===== config.mk =====
export PLATFORM = sky130hd
export DESIGN_NAME = t05_spi_xfer_scheduler
export DESIGN_NICKNAME = d
export VERILOG_FILES = /design/src/rtl/t05_spi_pkg.sv /design/src/rtl/t05_spi_tick_gen.sv /design/src/rtl/t05_spi_xfer_scheduler.sv
export SDC_FILE = /design/constraint.sdc
export NUM_CORES = 1
export LEC_CHECK = 0
export ABC_AREA = 1
export CORE_AREA = 2 2 94 96
export DETAILED_ROUTE_END_ITERATION = 10
export DIE_AREA = 0 0 96 98
export PLACE_DENSITY = 0.59
export SLEW_MARGIN = 10
export SYNTH_ARGS = -nofsm -noshare
export SYNTH_HDL_FRONTEND = slang
export SYNTH_SLANG_ARGS = --single-unit

===== constraint.sdc =====
create_clock -name current_clock_signal -period 1.7 [get_ports current_clock_signal]
set_input_delay 0.255 -clock current_clock_signal [delete_from_list [all_inputs] [get_ports current_clock_signal]]
set_output_delay 0.255 -clock current_clock_signal [all_outputs]
set_load 0.1 [all_outputs]

===== src/rtl/t05_spi_pkg.sv =====
// Shared types and constants for the two-requester SPI transfer scheduler.
package t05_spi_pkg;

  localparam int unsigned DIV_HALF_DEFAULT = 512;
  localparam int unsigned TICK_W           = 10;
  localparam int unsigned BIT_W            = 4;
  localparam int unsigned BYTE_W           = 8;
  localparam int unsigned REQ_N            = 2;

  typedef enum logic [2:0] {
    ST_IDLE  = 3'd0,
    ST_SETUP = 3'd1,
    ST_SHIFT = 3'd2,
    ST_HOLD  = 3'd3,
    ST_DONE  = 3'd4
  } state_e;

endpackage


===== src/rtl/t05_spi_tick_gen.sv =====
// SCLK half-period tick generator: counts 0..DIV_HALF-1 while enabled, pulses tick on the last count.
module t05_spi_tick_gen
  import t05_spi_pkg::*;
#(
  parameter int unsigned DIV_HALF = DIV_HALF_DEFAULT
) (
  input  logic current_clock_signal,
  input  logic reset,
  input  logic enable,
  input  logic clear,
  output logic tick
);

  logic [TICK_W-1:0] count;

  assign tick = enable && (count == TICK_W'(DIV_HALF - 1));

  // Disabled states hold the count at zero so every active state starts a fresh half-period.
  always_ff @(posedge current_clock_signal or posedge reset) begin
    if (reset) begin
      count <= '0;
    end else if (clear || !enable || tick) begin
      count <= '0;
    end else begin
      count <= count + TICK_W'(1);
    end
  end

endmodule


===== src/rtl/t05_spi_xfer_scheduler.sv =====
// Round-robin scheduler that runs one SPI mode-0 byte exchange at a time for two requesters.
module t05_spi_xfer_scheduler
  import t05_spi_pkg::*;
#(
  parameter int unsigned DIV_HALF = DIV_HALF_DEFAULT
) (
  input  logic              current_clock_signal,
  input  logic              reset,
  input  logic [REQ_N-1:0]  req,
  input  logic [BYTE_W-1:0] tx_byte_0,
  input  logic [BYTE_W-1:0] tx_byte_1,
  input  logic              miso,
  output logic [REQ_N-1:0]  grant,
  output logic              busy,
  output logic [REQ_N-1:0]  done,
  output logic [BYTE_W-1:0] rx_byte,
  output logic              sclk,
  output logic              mosi,
  output logic [REQ_N-1:0]  cs_n
);

  state_e            state, state_next;
  logic              owner, owner_next;
  logic              ptr, ptr_next;
  logic [BYTE_W-1:0] tx_sh, tx_sh_next;
  logic [BYTE_W-1:0] rx_sh, rx_sh_next;
  logic [BIT_W-1:0]  bit_cnt, bit_cnt_next;
  logic [REQ_N-1:0]  grant_next, done_next, cs_n_next;
  logic [BYTE_W-1:0] rx_byte_next;
  logic              busy_next, sclk_next, mosi_next;
  logic              win_c;
  logic [BYTE_W-1:0] sel_byte_c;
  logic              tick_en_c, tick_clr_c, tick;

  assign tick_en_c  = (state == ST_SETUP) || (state == ST_SHIFT) || (state == ST_HOLD);
  assign tick_clr_c = (state_next != state);

  t05_spi_tick_gen #(.DIV_HALF(DIV_HALF)) u_tick_gen (
    .current_clock_signal (current_clock_signal),
    .reset                (reset),
    .enable               (tick_en_c),
    .clear                (tick_clr_c),
    .tick                 (tick)
  );

  // Next-state and next-register values.
  always_comb begin
    state_next   = state;
    owner_next   = owner;
    ptr_next     = ptr;
    tx_sh_next   = tx_sh;
    rx_sh_next   = rx_sh;
    bit_cnt_next = bit_cnt;
    grant_next   = grant;
    busy_next    = busy;
    done_next    = '0;
    rx_byte_next = rx_byte;
    sclk_next    = sclk;
    mosi_next    = mosi;
    cs_n_next    = cs_n;
    win_c        = 1'b0;
    sel_byte_c   = tx_byte_0;

    case (state)
      ST_IDLE: begin
        if (|req) begin
          // Contention goes to whoever was not served last.
          win_c        = (req == 2'b11) ? ~ptr : req[1];
          sel_byte_c   = win_c ? tx_byte_1 : tx_byte_0;
          state_next   = ST_SETUP;
          owner_next   = win_c;
          grant_next   = win_c ? 2'b10 : 2'b01;
          cs_n_next    = win_c ? 2'b01 : 2'b10;
          tx_sh_next   = sel_byte_c;
          mosi_next    = sel_byte_c[BYTE_W-1];
          busy_next    = 1'b1;
          bit_cnt_next = '0;
          sclk_next    = 1'b0;
        end
      end
      ST_SETUP: begin
        if (tick) state_next = ST_SHIFT;
      end
      ST_SHIFT: begin
        if (tick) begin
          sclk_next = ~sclk;
          if (!sclk) begin
            rx_sh_next = {rx_sh[BYTE_W-2:0], miso};
          end else if (bit_cnt != 4'd15) begin
            tx_sh_next = {tx_sh[BYTE_W-2:0], 1'b0};
            mosi_next  = tx_sh[BYTE_W-2];
          end
          if (bit_cnt == 4'd15) begin
            state_next   = ST_HOLD;
            bit_cnt_next = '0;
          end else begin
            bit_cnt_next = bit_cnt + BIT_W'(1);
          end
        end
      end
      ST_HOLD: begin
        if (tick) begin
          state_next   = ST_DONE;
          done_next    = grant;
          grant_next   = '0;
          cs_n_next    = 2'b11;
          rx_byte_next = rx_sh;
          ptr_next     = owner;
        end
      end
      ST_DONE: begin
        state_next = ST_IDLE;
        busy_next  = 1'b0;
      end
      default: state_next = ST_IDLE;
    endcase
  end

  always_ff @(posedge current_clock_signal or posedge reset) begin
    if (reset) begin
      state   <= ST_IDLE;
      owner   <= 1'b0;
      ptr     <= 1'b1;
      tx_sh   <= '0;
      rx_sh   <= '0;
      bit_cnt <= '0;
      grant   <= '0;
      busy    <= 1'b0;
      done    <= '0;
      rx_byte <= '0;
      sclk    <= 1'b0;
      mosi    <= 1'b0;
      cs_n    <= 2'b11;
    end else begin
      state   <= state_next;
      owner   <= owner_next;
      ptr     <= ptr_next;
      tx_sh   <= tx_sh_next;
      rx_sh   <= rx_sh_next;
      bit_cnt <= bit_cnt_next;
      grant   <= grant_next;
      busy    <= busy_next;
      done    <= done_next;
      rx_byte <= rx_byte_next;
      sclk    <= sclk_next;
      mosi    <= mosi_next;
      cs_n    <= cs_n_next;
    end
  end

endmodule


# Yosys cells after proc, flatten, opt, wreduce, memory -nomap -nowiden
# Cells that the tools add are included.
[word_totals] reg_bits=51 out_inout_bits=17
[classes] n_mux=38 bitwise_logic=2 reduce_logical=18 eq_ne=14 n_addsub=2
[op_table] op="7-bit two-way mux" n=4
[op_table] op="2-bit two-way mux" n=8
[op_table] op="3-bit two-way mux" n=5
[op_table] op="7-bit case mux with 2 select lines" n=1
[op_table] op="4-bit two-way mux" n=3
[op_table] op="3-bit case mux with 4 select lines" n=1
[op_table] op="10-bit by 1-bit adder with 10-bit output (second input constant)" n=1
[op_table] op="10-bit by 9-bit equality test with 1-bit output (second input constant)" n=1
[op_table] op="10-bit two-way mux" n=1
[op_table] op="3-bit AND reduction" n=3
[op_table] op="1-bit two-way mux" n=8
[op_table] op="8-bit two-way mux" n=1
[op_table] op="2-bit case mux with 2 select lines" n=2
[op_table] op="4-bit case mux with 2 select lines" n=1
[op_table] op="3-bit by 2-bit equality test with 1-bit output (second input constant)" n=2
[op_table] op="2-bit by 1-bit inequality test with 1-bit output (second input constant)" n=3
[op_table] op="1-bit case mux with 2 select lines" n=3
[op_table] op="2-bit AND reduction" n=3
[op_table] op="2-bit nonzero test" n=3
[op_table] op="5-bit AND reduction" n=1
[op_table] op="4-bit by 1-bit adder with 4-bit output (second input constant)" n=1
[op_table] op="4-bit equality test (second input constant)" n=1
[op_table] op="1-bit logical OR" n=4
[op_table] op="2-bit inequality test (second input constant)" n=2
[op_table] op="10 further kinds" n=11

# Depth between registers and ports, before layout
[depth] ltp_word=10 depth_mapped=9

# By module
# A second synthesis with hierarchy kept.
[unflattened] cells_unflattened=307 hier_area_um2=2538.7
[by_module_without_submodules] mod="t05_spi_xfer_scheduler" area_each_um2=2000.7 seq_area_each_um2=1029.7 instances=1 cells_per_inst=239
[by_module_without_submodules] mod="t05_spi_tick_gen" area_each_um2=538.0 seq_area_each_um2=250.2 instances=1 cells_per_inst=68

# Worst setup path after synthesis
# OpenSTA, ideal clock, no wires.
[synth_path] path_type="register to register" from="reg sclk" to="reg mosi" arrival_ns=1.922 stages_incl_launch_ff=6 slack_ns=-0.344 setup_ns=0.122 synth_period_minus_slack_ns=2.044 n_path_buf=0 path_cell_list="dfrtp_1 -> clkinv_1 -> nand2_1 -> nand3_2 -> nand2_1 -> nand2_1"
[synth_via] elab_chain_len=2
[synth_rtl] item="from (decl)" line_no="t05_spi_xfer_scheduler.sv:17" text="output logic sclk,"
[synth_rtl] item="from (signal assigned)" line_no="t05_spi_xfer_scheduler.sv:145" text="sclk <= sclk_next;"
[synth_rtl] item="2-bit inequality test (no source line)"
[synth_rtl] item="5-bit AND reduction (no source line)"
[synth_rtl] item="to (signal assigned)" line_no="t05_spi_xfer_scheduler.sv:146" text="mosi <= mosi_next;"
[synth_rtl] item="to (decl)" line_no="t05_spi_xfer_scheduler.sv:18" text="output logic mosi,"
# Every way passes these cells.
# A chain may end at the register's enable or synchronous reset.

# Worst setup path after layout
[layout_path] from="reg u_tick_gen.count[0]" to="reg rx_sh[6]"
[layout_via] elab_chain_len=3
[layout_rtl] item="from (decl)" line_no="t05_spi_tick_gen.sv:14" text="logic [TICK_W-1:0] count;"
[layout_rtl] item="from (signal assigned)" line_no="t05_spi_tick_gen.sv:25" text="count <= count + TICK_W'(1);"
[layout_rtl] item="10-bit by 9-bit equality test with 1-bit output" line_no="t05_spi_tick_gen.sv:16" text="assign tick = enable && (count == TICK_W'(DIV_HALF - 1));"
[layout_rtl] item="1-bit logical AND" line_no="t05_spi_tick_gen.sv:16"
[layout_rtl] item="3-bit AND reduction (no source line)"
[layout_rtl] item="to (signal assigned)" line_no="t05_spi_xfer_scheduler.sv:139" text="rx_sh <= rx_sh_next;"
[layout_rtl] item="to (decl)" line_no="t05_spi_xfer_scheduler.sv:26" text="logic [BYTE_W-1:0] rx_sh, rx_sh_next;"
# Every way passes these cells.

==> metrics.md <==
| Metric | Value |
|---|---|
| Crit. End Element | flip-flop |
| Peak VDD IR | roughly 0.29 mV |
| Top_reg_cell synth | dfrtp_1 |
| Layout area overhead | 36.3% |
| PortBufs | 37 |
| Final period utilization | between 90% and 100% |
| Final Skew | approximately 0.012 ns |
| Synth Warn # | 0 |
| Root Driver | clkbuf_8 |
| Crit path arrival time | around 1.8 ns |
| Clk slew on worst S/H paths | around 0.10 ns |
| Synth unique cells | 33 |
| Synthesized flop and latch total | 51 |
| Num CTS Buffers | 5 |
| GRT Overall Usage | between 10 and 15% |
| TritonRoute pass-1 iters | 4 |
| Die Footprint | ~9400 um^2 |
| EDFF count, synth | 0 |
| Hold Vio Cnt, Final | 0 |
| Setup TNS | 0 ns |
| Clock sink count | 51 |
| DRT Wirelength | around 5200 um |
| First-pass GRT wire length | just over 9000 um |
| Max-slew violations | 0 |
| Worst skew pair latency | roughly 0.31 ns |
| CTS tree | done |
| Drt drc | 0 |
| Overflow after GRT | 0 |
| Initial antenna violation count | 0 |
| Crit-path max FO | 11 |
| Num ports | 38 |
| Cells after Synth | about 300 |
| Die Ht | about 98 um |
| Crit start category | flip-flop |
| GPL Wtd Cong | between 0.7 and 0.8 |
| Dpl hpwl | 3820 um |
| Setup repair bufs after CTS | 0 |
| Starting DRT DRC Count | about 110 |
| Largest net degree at the start of global routing | 52 |
| Vias/cell | approximately 4.4 |
| N_diodes | 0 |
| Min Tclk post-route | between 1.5 and 2 ns |
| Hold Path Class | primary input to async pin |
| Starting Density | about 29% |
| Vias | around 2000 |
| Wire per inst | approximately 11 um |
| H-tree depth | 2 |
| Register area share after synthesis | approximately half |
| Worst slew margin | between 70% and 80% |
| CP required | around 1.9 ns |
| # setup viols final | 0 |
| RSZ-0062 raised after global routing | no |
| Core area | about 8500 um^2 |
| Fin nets | about 380 |
| Worst-Margin Slew | 0.339 ns |
| Status | finished, final reports clean |
| Syn_nets | approximately 320 |
| # placed instances | 454 |
| Layout cells sized above 1 | a little under a fifth |
| Pwr Density | roughly 650 nW/um^2 |
| Die Wd | between 90 and 100 um |
| Final Non-Filler Cells | approximately 460 |
| Max-cap violations | 0 |
| Vias in the first global route | between 2000 and 2500 |
| Mapped Area | roughly 2500 um^2 |
| Syn avg cell area | between 8 and 9 um^2 |
| Async set or reset register ratio after synthesis | 100% |
| Leakage | ~1.7 nW |
| CTS max path bufs | 2 |
| Setup Crit Path Kind | flip-flop to flip-flop |
| Fmax | 0.646 GHz |
| ANT nets after route | 0 |
| Std-Cell Rows | 34 |
[where the power goes]
group | switching (W) | total [W] | internal (W)
Sequential | 0.00000111 | 0.00122 | 0.00121
Clock | 0.000416 | 0.000860 | 0.000443
Combinational | 0.0000575 | 0.000122 | 0.0000648
[cell usage after synthesis, types with 2 or more instances]
cell	instances	area share (%)
a21oi_1	3	0.61
buf_2	3	0.61
buf_4	2	0.61
clkinv_1	2	0.30
dfrtp_1	48	49
dfstp_2	3	3.2
ha_1	2	1.0
inv_1	33	5.0
nand2_1	103	16
nand2_2	4	1.0
nand3_1	30	6.1
nand3_2	3	1.2
nand4_1	8	2.0
nor2_1	17	2.6
nor2_2	2	0.51
nor2_4	5	2.3
nor3_1	2	0.41
nor3b_1	2	0.61
o21ai_0	9	1.8
o21ai_1	2	0.41
xor2_1	4	1.4
[final timing paths]
check                                                       from                       endpoint  slack (ns)  cells after the start
max reg2reg                        u_tick_gen.count[0]$_DFF_PP0_           rx_sh[6]$_DFFE_PP0P_        0.15                      8
max                                u_tick_gen.count[0]$_DFF_PP0_           rx_sh[6]$_DFFE_PP0P_        0.15                      8
min reg2reg                        u_tick_gen.count[0]$_DFF_PP0_  u_tick_gen.count[0]$_DFF_PP0_        0.47                      1
max in group asynchronous                                  reset            cs_n[0]$_DFFE_PP1P_        1.13                      3
min                                                        reset         rx_byte[6]$_DFFE_PP0P_        0.29                      3
min in group current_clock_signal  u_tick_gen.count[0]$_DFF_PP0_  u_tick_gen.count[0]$_DFF_PP0_        0.47                      1
[placed cells by master (no fill, tap or decap), types with 2 or more instances in the layout]
cell type        count
nand3_4              2
dfrtp_1             47
buf_4               15
nor3b_1              2
nand2_2              4
o21ai_1              2
dfstp_2              3
nor3_1               2
inv_2                2
inv_1               32
nor2_4               6
nand4_1              8
nand3_2              2
ha_1                 2
nand3_1             30
nand2_1            103
clkdlybuf4s50_1     20
a21oi_1              3
clkbuf_8             5
clkinv_1             2
nor2_1              17
buf_12              18
o21ai_0              9
xor2_1               4
[flip-flops by register name, summed over array words and instances, names as in the netlist, 2 cells and up]
register / cells
state: 3
tx_sh: 7
grant: 2
bit_cnt: 4
u_tick_gen.count: 10
cs_n: 2
rx_sh: 8
done: 2
rx_byte: 8
[routing by layer]
layer  vias up  GRT usage, %  share of wire (%)
met5         -             0                  0
met4         0          3.41                1.5
met3         8          2.85                4.1
met2        32          19.6                 47
met1       948          16.4                 48
li1       1048             -                  -
[per-stage QoR]
step	total power (W)	setup WS, ns	area [um^2]	util, %	hold slack [ns]
6_report	0.00220	0.151	3370	39.8	0.294
4_1_cts	0.00224	0.118	3350	39.6	0.296
5_1_grt	0.00229	0.0151	3370	39.8	0.343
2_1_floorplan	0.00129	0.0343	2470	-	0.400
3_3_place_gp	0.00136	0.104	3240	38.3	0.455
3_5_place_dp	0.00136	0.0595	3240	38.3	0.461
[repair_timing]
| item | 4_1_cts | 5_1_grt |
|---|---|---|
| gates resized for setup | 0 | 2 |
| endpoints found under the setup margin | 0 | 3 |
| hold buffers | 0 | 0 |
[final cells by class]
type                       count  area [um^2]
fill                         819         5100
sequential                    51         1280
multi-input combinational    206         1030
timing repair buffer          53          673
inverter                      36          135
tap                          108          135
clock buffer                   5         68.8
clock inverter                 3         46.3
[cell families after synthesis]
kind of cell | count (synthesis) | synth area share (%)
AOI/OAI and AO/OA | 18 | 4.10
and+or+nand+nor | 181 | 34.1
buffers and inverters | 42 | 7.14
xor gates and xnor gates | 5 | 1.77
DFF | 51 | 51.8
adders and majority gates | 2 | 1.01
[critical path, stage by stage, from the launching register on]
cell and delay [ns]:
dfrtp_1 0.39, ha_1 0.20, nand2_2 0.10, nor2_4 0.15, nand3_4 0.15, nor2_4 0.12, nand2_2 0.15, nor2_1 0.15
a21oi_2 0.04
No activity file was read; power rests on OpenSTA's default activity.
